### src/rtl/int_div_iterative_pkg.sv
// Shared definitions for the iterative divider: function codes, FSM states
// and the iteration counter width.
package int_div_pkg;

  typedef enum logic [1:0] {
    DIV  = 2'd0,
    DIVU = 2'd1,
    REM  = 2'd2,
    REMU = 2'd3
  } func_t;

  typedef enum logic [1:0] {
    IDLE = 2'd0,
    CALC = 2'd1,
    DONE = 2'd2
  } state_t;

  // Counter must reach p_nbits-1; keep at least one bit for tiny widths.
  function automatic int cnt_width(input int nbits);
    return (nbits <= 2) ? 1 : $clog2(nbits);
  endfunction

endpackage

### src/rtl/int_div_iterative_if.sv
// Request/response val/rdy bundle between a requester (master) and the
// divider (slave).
interface int_div_iterative_if #(
  parameter int p_nbits = 32
);

  logic               req_val;
  logic               req_rdy;
  logic [1:0]         req_func;
  logic [p_nbits-1:0] req_a;
  logic [p_nbits-1:0] req_b;
  logic               resp_val;
  logic               resp_rdy;
  logic [p_nbits-1:0] resp_result;

  modport master (
    output req_val, req_func, req_a, req_b, resp_rdy,
    input  req_rdy, resp_val, resp_result
  );

  modport slave (
    input  req_val, req_func, req_a, req_b, resp_rdy,
    output req_rdy, resp_val, resp_result
  );

endinterface

### src/rtl/int_div_iterative_dpath.sv
// Divider datapath: operand magnitudes, restoring subtract/shift step,
// iteration counter and the final sign fix-up into the result register.
module int_div_iterative_dpath
  import int_div_pkg::*;
#(
  parameter int p_nbits = 32
) (
  input  logic               clk,
  input  logic               reset,
  input  logic               load,
  input  logic               step,
  input  logic               fixup,
  input  logic [1:0]         func,
  input  logic [p_nbits-1:0] a,
  input  logic [p_nbits-1:0] b,
  output logic               count_done,
  output logic               b_zero,
  output logic [p_nbits-1:0] result
);

  localparam int CW = cnt_width(p_nbits);
  localparam logic [CW-1:0] LAST_CNT = CW'(p_nbits - 1);

  logic [p_nbits-1:0] r;
  logic [p_nbits-1:0] q;
  logic [p_nbits-1:0] d;
  logic [CW-1:0]      cnt;
  logic               sign_a;
  logic               sign_b;
  logic               b_zero_r;
  logic [1:0]         func_r;

  logic               signed_op;
  logic               in_sign_a;
  logic               in_sign_b;
  logic [p_nbits-1:0] mag_a;
  logic [p_nbits-1:0] mag_b;
  logic [p_nbits:0]   diff;
  logic [p_nbits-1:0] next_r;
  logic [p_nbits-1:0] next_q;
  logic [p_nbits-1:0] quot;
  logic [p_nbits-1:0] rem;

  always_comb begin
    signed_op = (func == DIV) || (func == REM);
    in_sign_a = signed_op & a[p_nbits-1];
    in_sign_b = signed_op & b[p_nbits-1];
    mag_a     = in_sign_a ? -a : a;
    mag_b     = in_sign_b ? -b : b;
  end

  // The shifted partial remainder keeps R's top bit, so the trial subtract is
  // p_nbits+1 wide and stays correct for unsigned divisors above 2^(n-1).
  always_comb begin
    diff = {r, q[p_nbits-1]} - {1'b0, d};
    if (!diff[p_nbits]) begin
      next_r = diff[p_nbits-1:0];
      next_q = {q[p_nbits-2:0], 1'b1};
    end else begin
      next_r = {r[p_nbits-2:0], q[p_nbits-1]};
      next_q = {q[p_nbits-2:0], 1'b0};
    end
    quot = ((sign_a ^ sign_b) && !b_zero_r) ? -next_q : next_q;
    rem  = sign_a ? -next_r : next_r;
  end

  // Fix-up happens on the same edge as the final step, so it consumes next_q/next_r.
  always_ff @(posedge clk) begin
    if (reset) begin
      r        <= '0;
      q        <= '0;
      d        <= '0;
      cnt      <= '0;
      sign_a   <= 1'b0;
      sign_b   <= 1'b0;
      b_zero_r <= 1'b0;
      func_r   <= 2'd0;
      result   <= '0;
    end else begin
      if (load) begin
        r        <= '0;
        q        <= mag_a;
        d        <= mag_b;
        cnt      <= '0;
        sign_a   <= in_sign_a;
        sign_b   <= in_sign_b;
        b_zero_r <= (b == '0);
        func_r   <= func;
      end else if (step) begin
        r   <= next_r;
        q   <= next_q;
        cnt <= cnt + 1'b1;
      end
      if (fixup) begin
        result <= ((func_r == DIV) || (func_r == DIVU)) ? quot : rem;
      end
    end
  end

  assign count_done = (cnt == LAST_CNT);
  assign b_zero     = b_zero_r;

endmodule

### src/rtl/int_div_iterative.sv
// Iterative radix-2 restoring DIV/DIVU/REM/REMU unit: control FSM and
// val/rdy handshaking around the divider datapath.
module int_div_iterative
  import int_div_pkg::*;
#(
  parameter int p_nbits = 32
) (
  input  logic                 clk,
  input  logic                 reset,
  int_div_iterative_if.slave   io
);

  state_t state;
  logic   req_rdy_r;
  logic   resp_val_r;
  logic   load;
  logic   step;
  logic   fixup;
  logic   count_done;
  logic   b_zero;

  assign load  = (state == IDLE) && io.req_val && req_rdy_r;
  assign step  = (state == CALC);
  assign fixup = step && count_done;

  // Handshake outputs are registered alongside the state so they change only on edges.
  always_ff @(posedge clk) begin
    if (reset) begin
      state      <= IDLE;
      req_rdy_r  <= 1'b1;
      resp_val_r <= 1'b0;
    end else begin
      case (state)
        IDLE: begin
          if (load) begin
            state     <= CALC;
            req_rdy_r <= 1'b0;
          end
        end
        CALC: begin
          if (count_done) begin
            state      <= DONE;
            resp_val_r <= 1'b1;
          end
        end
        DONE: begin
          if (io.resp_rdy) begin
            state      <= IDLE;
            resp_val_r <= 1'b0;
            req_rdy_r  <= 1'b1;
          end
        end
        default: begin
          state      <= IDLE;
          req_rdy_r  <= 1'b1;
          resp_val_r <= 1'b0;
        end
      endcase
    end
  end

  assign io.req_rdy  = req_rdy_r;
  assign io.resp_val = resp_val_r;

  int_div_iterative_dpath #(
    .p_nbits (p_nbits)
  ) dpath (
    .clk        (clk),
    .reset      (reset),
    .load       (load),
    .step       (step),
    .fixup      (fixup),
    .func       (io.req_func),
    .a          (io.req_a),
    .b          (io.req_b),
    .count_done (count_done),
    .b_zero     (b_zero),
    .result     (io.resp_result)
  );

  // b_zero is folded into the fix-up inside the datapath; the FSM needs no special case.
  logic unused_ok;
  assign unused_ok = b_zero;

endmodule
### src/flat_wrapper.sv
// flat-port wrapper written by rule: the top's interface ports become plain ports
module int_div_iterative_flat import int_div_pkg::*;
#(
  parameter int p_nbits = 32
)
  (clk, reset, io_req_val, io_req_func, io_req_a, io_req_b, io_resp_rdy, io_req_rdy, io_resp_val, io_resp_result);
  int_div_iterative_if #(.p_nbits(p_nbits)) io_i ();
  input  logic clk;
  input  logic reset;
  input wire logic [$bits(io_i.req_val)-1:0] io_req_val;
  input wire logic [$bits(io_i.req_func)-1:0] io_req_func;
  input wire logic [$bits(io_i.req_a)-1:0] io_req_a;
  input wire logic [$bits(io_i.req_b)-1:0] io_req_b;
  input wire logic [$bits(io_i.resp_rdy)-1:0] io_resp_rdy;
  output wire logic [$bits(io_i.req_rdy)-1:0] io_req_rdy;
  output wire logic [$bits(io_i.resp_val)-1:0] io_resp_val;
  output wire logic [$bits(io_i.resp_result)-1:0] io_resp_result;
  assign io_i.req_val = io_req_val;
  assign io_i.req_func = io_req_func;
  assign io_i.req_a = io_req_a;
  assign io_i.req_b = io_req_b;
  assign io_i.resp_rdy = io_resp_rdy;
  assign io_req_rdy = io_i.req_rdy;
  assign io_resp_val = io_i.resp_val;
  assign io_resp_result = io_i.resp_result;
  int_div_iterative #(.p_nbits(p_nbits)) u_core (.clk(clk), .reset(reset), .io(io_i));
endmodule
### config.mk
export PLATFORM = sky130hd
export DESIGN_NAME = int_div_iterative_flat
export DESIGN_NICKNAME = d
export VERILOG_FILES = /design/src/rtl/int_div_iterative_pkg.sv /design/src/rtl/int_div_iterative_if.sv /design/src/rtl/int_div_iterative_dpath.sv /design/src/rtl/int_div_iterative.sv /design/src/flat_wrapper.sv
export SDC_FILE = /design/constraint.sdc
export NUM_CORES = 1
export LEC_CHECK = 0
export CAP_MARGIN = 20
export CORE_UTILIZATION = 45
export DETAILED_ROUTE_END_ITERATION = 16
export GPL_ROUTABILITY_DRIVEN = 0
export PLACE_DENSITY = 0.65
export SLEW_MARGIN = 20
export SYNTH_ARGS = -nofsm -noshare
export SYNTH_HDL_FRONTEND = slang
export SYNTH_SLANG_ARGS = --single-unit
### constraint.sdc
create_clock -name clk -period 6.14 [get_ports clk]
set_input_delay 1.842 -clock clk [delete_from_list [all_inputs] [get_ports clk]]
set_output_delay 1.842 -clock clk [all_outputs]
set_load 0.1 [all_outputs]
# Word level (Yosys, flattened, before mapping)
# Index checks and enable logic that the tools add are counted.
# Widths: inputs -> output; s select.
[word_totals]
register_bits = 142
ramBits = 0
rom_bits = 0
latch_bits = 0
out_inout_bits = 34
n_memories = 0
in_bits = 70
[classes]
n_addsub = 6
n_div = 0
bitwise_logic = 5
magnitude_cmp = 0
multipliers = 0
n_mux = 19
n_eq_ne = 8
shift = 0
n_reduce_logical = 16
[ops]
columns = ["cell", "n"]
rows = [
  ["$mux 32", 8],
  ["$neg 32->32", 4],
  ["$sub 33x32->33", 1],
  ["$logic_not 32->1", 1],
  ["$reduce_and 3->1", 3],
  ["$logic_not 2->1", 3],
  ["$mux 2", 3],
  ["$ne 2x2->1 const B", 3],
  ["$pmux 1 s3", 2],
  ["$pmux 2 s3", 1],
  ["$add 5x1->5 const B", 1],
  ["$eq 5x5->1 const B", 1],
  ["$mux 1", 5],
  ["$eq 2x1->1 const B", 2],
  ["$eq 2x2->1 const B", 2],
  ["$logic_and 1x1->1", 4],
  ["$and 1x1->1", 2],
  ["$logic_or 1x1->1", 2],
  ["$not 1->1", 2],
  ["$reduce_bool 2->1", 1],
  ["$reduce_or 2->1", 1],
  ["$logic_not 1->1", 1],
  ["$xor 1x1->1", 1],
]

# Longest topological paths before layout
[depth]
ltp_word = 5
depth_mapped = 27
ltp_nobuf = 24

# Modules after synthesis
# Synthesis repeated with hierarchy kept, for this count alone.
[hier_totals]
cells_unflattened = 1480
area_unflattened_um2 = 11126.9
[modules_own_cells]
columns = ["module", "seq_area_each_um2", "instances", "area_per_inst_um2", "cells_per_inst"]
rows = [
  ["int_div_iterative_dpath", 2742.6, 1, 10940.5, 1460],
  ["int_div_iterative", 80.1, 1, 186.4, 20],
]

# Least setup slack after synthesis
# No wires, ideal clock.
[synth_path]
path_kind = "register to register"
startpoint = "register u_core.dpath.q[31]"
endpoint = "register u_core.dpath.result[24]"
t_arrival_ps = 5036
synth_period_minus_slack_ps = 5174
required_time_ps = 6002
slack_ps = 966
path_stages_with_launch = 25
setup_ps = 138
cell_sequence = "dfxtp_1 inv_1 ha_1 inv_1 fa_1 a21oi_1 o2bb2ai_4 o2111ai_2 a21oi_2 o21a_1 buf_6 nor2_8 buf_2 buf_4 buf_2 mux2i_1 ha_1 inv_1 or3_1 a21oi_1 a41oi_1 or3_1 or4_1 nand3_1 a211oi_1"
[synth_between]
elab_chain_cells = 5
word_cells_on_any_way = 8
cone_classes = "add/sub (3); mux (5)"
[synth_rtl]
columns = ["item", "line_no", "text"]
rows = [
  ["start, declared", "int_div_iterative_dpath.sv:25", "logic [p_nbits-1:0] q;"],
  ["start signal, assigned", "int_div_iterative_dpath.sv:82", "q <= mag_a;"],
  ["start signal, assigned", "int_div_iterative_dpath.sv:91", "q <= next_q;"],
  ["$sub 33x32->33", "int_div_iterative_dpath.sv:55", "diff = {r, q[p_nbits-1]} - {1'b0, d};"],
  ["$mux 32 / $mux 1 (equally long branches)", "int_div_iterative_dpath.sv:56", "if (!diff[p_nbits]) begin"],
  ["$neg 32->32 (on tied branches)", "int_div_iterative_dpath.sv:64, int_div_iterative_dpath.sv:63", ""],
  ["$mux 32 (on tied branches)", "int_div_iterative_dpath.sv:64, int_div_iterative_dpath.sv:63", ""],
  ["$mux 32 *", "int_div_iterative_dpath.sv:95", "result <= ((func_r == DIV) || (func_r == DIVU)) ? quot : rem;"],
  ["end signal, assigned", "int_div_iterative_dpath.sv:95", ""],
  ["end, declared", "int_div_iterative_dpath.sv:18", "output logic [p_nbits-1:0] result"],
]
# Mark *: on every way between the ends. The rest lies on a longest branch, timed or not.
# A chain may end at the register's enable or synchronous reset.

# Worst setup path after layout
# Ends and elaborated chain as after synthesis.

==> flow_metrics.env <==
export IMPL_hp_class="reg2reg"
export IMPL_core_area_mm2=0.0242
export IMPL_finalSetupViolations=0
export IMPL_vias=11000
export IMPL_grt_pass1_vias=10100
export IMPL_tightest_slew_ns=0.981
export IMPL_numCtsBuffers=17
export IMPL_dr_pass1_iters=5
export IMPL_nets=1640
export IMPL_yosysTopAreaCellShare_pct=25.5
export IMPL_dp_hpwl_mm=25.9
export IMPL_maxCapViolations=0
export IMPL_hold_end="u_core.dpath.d[21]"
export IMPL_synth_seq_cells=141
export IMPL_slew_violations=0
export IMPL_ios=104
export IMPL_r2r_start="u_core.dpath.q[31]"
export IMPL_syn2layout_area_growth_pct=15.7
export IMPL_synthTopCellsByArea="dfxtp_1 (25%), a21oi_1 (6.9%), nor2_1 (6.0%), xor2_1 (5.7%), xnor2_1 (4.6%)"
export IMPL_fin_crit_ns=5.23
export IMPL_critPathBufInv=3
export IMPL_synth_ff_type="dfxtp_1"
export IMPL_yosysWarnings=0
export IMPL_critPathKind="reg2reg"
export IMPL_p_per_area_mw_per_mm2=306
export IMPL_rrSetupSlack_ns=0.91
export IMPL_drc=0
export IMPL_synth_fp_nets=1597
export IMPL_yosysMostFrequentCell="nor2_1"
export IMPL_post_drt_wl_per_cell_um=18.1
export IMPL_dieArea_mm2=0.0253
export IMPL_crit_arrival_ns=5.49
export IMPL_p_int_mw=2.28
export IMPL_antenna_found_initial=0
export IMPL_worst_path_stages=20
export IMPL_async_flop_share_pct=0
export IMPL_worst_hold_startpoint="u_core.dpath.d[21]"
export IMPL_rsz0062_at_grt="no"
export IMPL_viasPerCell=5.92
export IMPL_layoutNonFillerInstCount=1866
export IMPL_fin_util_pct=52.9
export IMPL_clkSinkCount=141
export IMPL_htreeDepth=4
export IMPL_comb_power_share_pct=47.2
export IMPL_p_clk_share_pct=26.1
export IMPL_r2r_end="u_core.dpath.result[24]"
export IMPL_worstSetupEndpointType="flip-flop"
export IMPL_critPathMaxStageDelay_ns=0.48
export IMPL_yosysSeqAreaShare_pct=25.5
export IMPL_cts_buffer_depth=2
export IMPL_max_freq_mhz=191
export IMPL_cts_resized=0
export IMPL_start_kind="flip-flop"
export IMPL_insertion_delay_ns=0.43
export IMPL_swShare_pct=42.0
export IMPL_reg2reg_depth=20
export IMPL_netSwitchingPower_mw=1.65
export IMPL_antenna_cells=0
export IMPL_syn_avg_cell_area_um2=7.45
export IMPL_post_cts_setup_buffer_count=0
export IMPL_leakage_nw=4.67
export IMPL_initial_core_util_pct=45.7
export IMPL_hold_violations=0
export IMPL_ant_nets=0
export IMPL_synth_area_leader_cell="dfxtp_1"
export IMPL_hold_depth=2
export IMPL_fin_skew_ns=0.0103
export IMPL_p_seq_share_pct=26.7
export IMPL_synthCells=1488
export IMPL_ctsHoldBuffers=0
export IMPL_post_route_period_util_pct=85.2
export IMPL_overflow=0
export IMPL_cpLargestDelayFamily="simple AND/OR/NAND/NOR gates"
export IMPL_cp_required_ns=6.40
export IMPL_portBuffers=103
export IMPL_rows=57
export IMPL_synth_cell_types=83
export IMPL_die_h_um=159
export IMPL_netlist_area_mm2=0.0111
export IMPL_synth_edf_count=0
export IMPL_yosys_top_cells_count="nor2_1 (176), a21oi_1 (153), dfxtp_1 (141), nand2_1 (135), xor2_1 (72)"
export IMPL_wirelength_mm=33.8
export IMPL_grt_pass1_wl_mm=53.5
export IMPL_grt_usage_pct=26.5
export IMPL_setup_tns_ns=0
export IMPL_cts_root_buf="clkbuf_16"
export IMPL_cp_slowest_cell="or3_1"
export IMPL_cts_tree="done"
export IMPL_fp_dieW_um=159
export IMPL_cp_cell_sequence="inv_1 -> ha_1 -> inv_1 -> fa_1 -> a21oi_1 -> o2bb2ai_4 -> o2111ai_2 -> a21oi_2 -> o21a_1 -> nor2_8 -> mux2i_1 -> ha_1 -> inv_1 -> or3_1 -> a21oi_1 -> a41oi_1 -> or3_1 -> or4_1 -> nand3_1 -> a211oi_1"
export IMPL_status="completed"
export IMPL_relSlewSlack_pct=34.4
export IMPL_clkTransAtPathRegs_ns=0.06
export IMPL_grt_max_degree=58
export IMPL_drt_iter0_drc=997
export IMPL_power_mw=3.93
export IMPL_cpMostUsedCell="inv_1"
export IMPL_path_max_fanout=10
export IMPL_placed_cells=1836
export IMPL_vdd_ir_drop_max_v=0.000191
export IMPL_drive_gt1_share_pct=5.64
==> routing by layer <==
metal	global-route usage, %	routed length, µm	vias up
li1	-	-	5495
met1	37.4	15900	5174
met2	42.7	15400	327
met3	2.66	1820	45
met4	7.60	651	0
met5	0	0	-
==> tightest hold or removal path, cell delays in order, from the launching register on <==
cell and delay [ns]:
dfxtp_1 0.31, nand2_1 0.05, a21oi_1 0.05
==> layout by cell type (no fill, tap or decap), types with 8 or more instances in the layout <==
cell type and count:
or3_1 22, ha_1 38, nand3_1 20, and2_1 16, xor2_1 72, dfxtp_1 141, a311oi_1 9, o41ai_1 8
nand4_1 9, a22oi_1 38, buf_4 17, clkdlybuf4s50_1 102, and3_1 8, a211oi_1 65, o21ai_1 10, clkbuf_16 17
nor3_1 34, o21a_1 14, nand2_1 135, mux2i_1 24, nand2b_1 18, nor2_1 175, xnor2_1 58, a31oi_1 8
o31ai_1 14, nor4_1 26, o211ai_1 15, or4_1 11, a21oi_1 153, o21ai_0 68, mux2_2 9, inv_1 53
a21o_1 16
==> cell type report <==
| class | instances | area (µm²) |
|---|---|---|
| Tap cell | 324 | 405 |
| Clock inverter | 10 | 115 |
| Sequential cell | 141 | 2820 |
| Fill cell | 2413 | 11400 |
| Clock buffer | 20 | 457 |
| Inverter | 54 | 203 |
| Multi-Input combinational cell | 1198 | 7680 |
| Timing Repair Buffer | 119 | 1150 |
==> sequential cells by signal (all words and copies together) (netlist names) <==
name / flops
u_core.io.resp_val: 1
u_core.io.req_rdy: 1
u_core.dpath.b_zero: 1
u_core.dpath.sign_a: 1
u_core.dpath.func_r: 1
u_core.dpath.q: 32
u_core.dpath.d: 32
u_core.dpath.sign_b: 1
u_core.dpath.r: 32
u_core.dpath.result: 32
u_core.dpath.cnt: 5
u_core.state: 2
==> how the worst max path moves through the flow <==
stage	startpoint	end
final	u_core.dpath.q[31]	u_core.dpath.result[24]
after global routing	u_core.dpath.q[31]	u_core.dpath.result[24]
after CTS	u_core.dpath.q[31]	u_core.dpath.result[24]
after detailed placement	io_req_b[0]	u_core.dpath.d[29]
after global placement	io_req_b[0]	u_core.dpath.d[29]
after floorplan	u_core.dpath.q[31]	u_core.dpath.result[24]
==> power by group through the flow <==
stage               clock network (mW)  logic [mW]  registers (mW)
floorplan                            0        1.38            1.04
global placement                     0        1.81            1.07
detailed placement                   0        1.82            1.07
CTS                               1.04        1.83            1.05
global route                      1.07        2.03            1.06
finish                            1.03        1.86            1.05
==> cell families (layout without fill, tap and decap cells) <==
group	after synthesis	in the layout	synth area share, %
xor gates and xnor gates	130	130	10.3
adders and majority gates	39	39	4.47
and+or+nand+nor	510	510	22.1
AOI/OAI and AO/OA	485	485	29.0
DFF	141	141	25.5
muxes	34	34	3.18
buffers and inverters	149	203	5.52
==> stage by stage <==
stage	hold slack (ns)	cell area (µm²)	setup WS, ns
after floorplan	0.432	11100	0.966
after global placement	0.443	12300	0.975
after detailed placement	0.453	12300	0.892
after CTS	0.465	12800	0.947
after global routing	0.484	12800	0.608
final	0.459	12800	0.907
No activity file was read; power rests on OpenSTA's default activity.
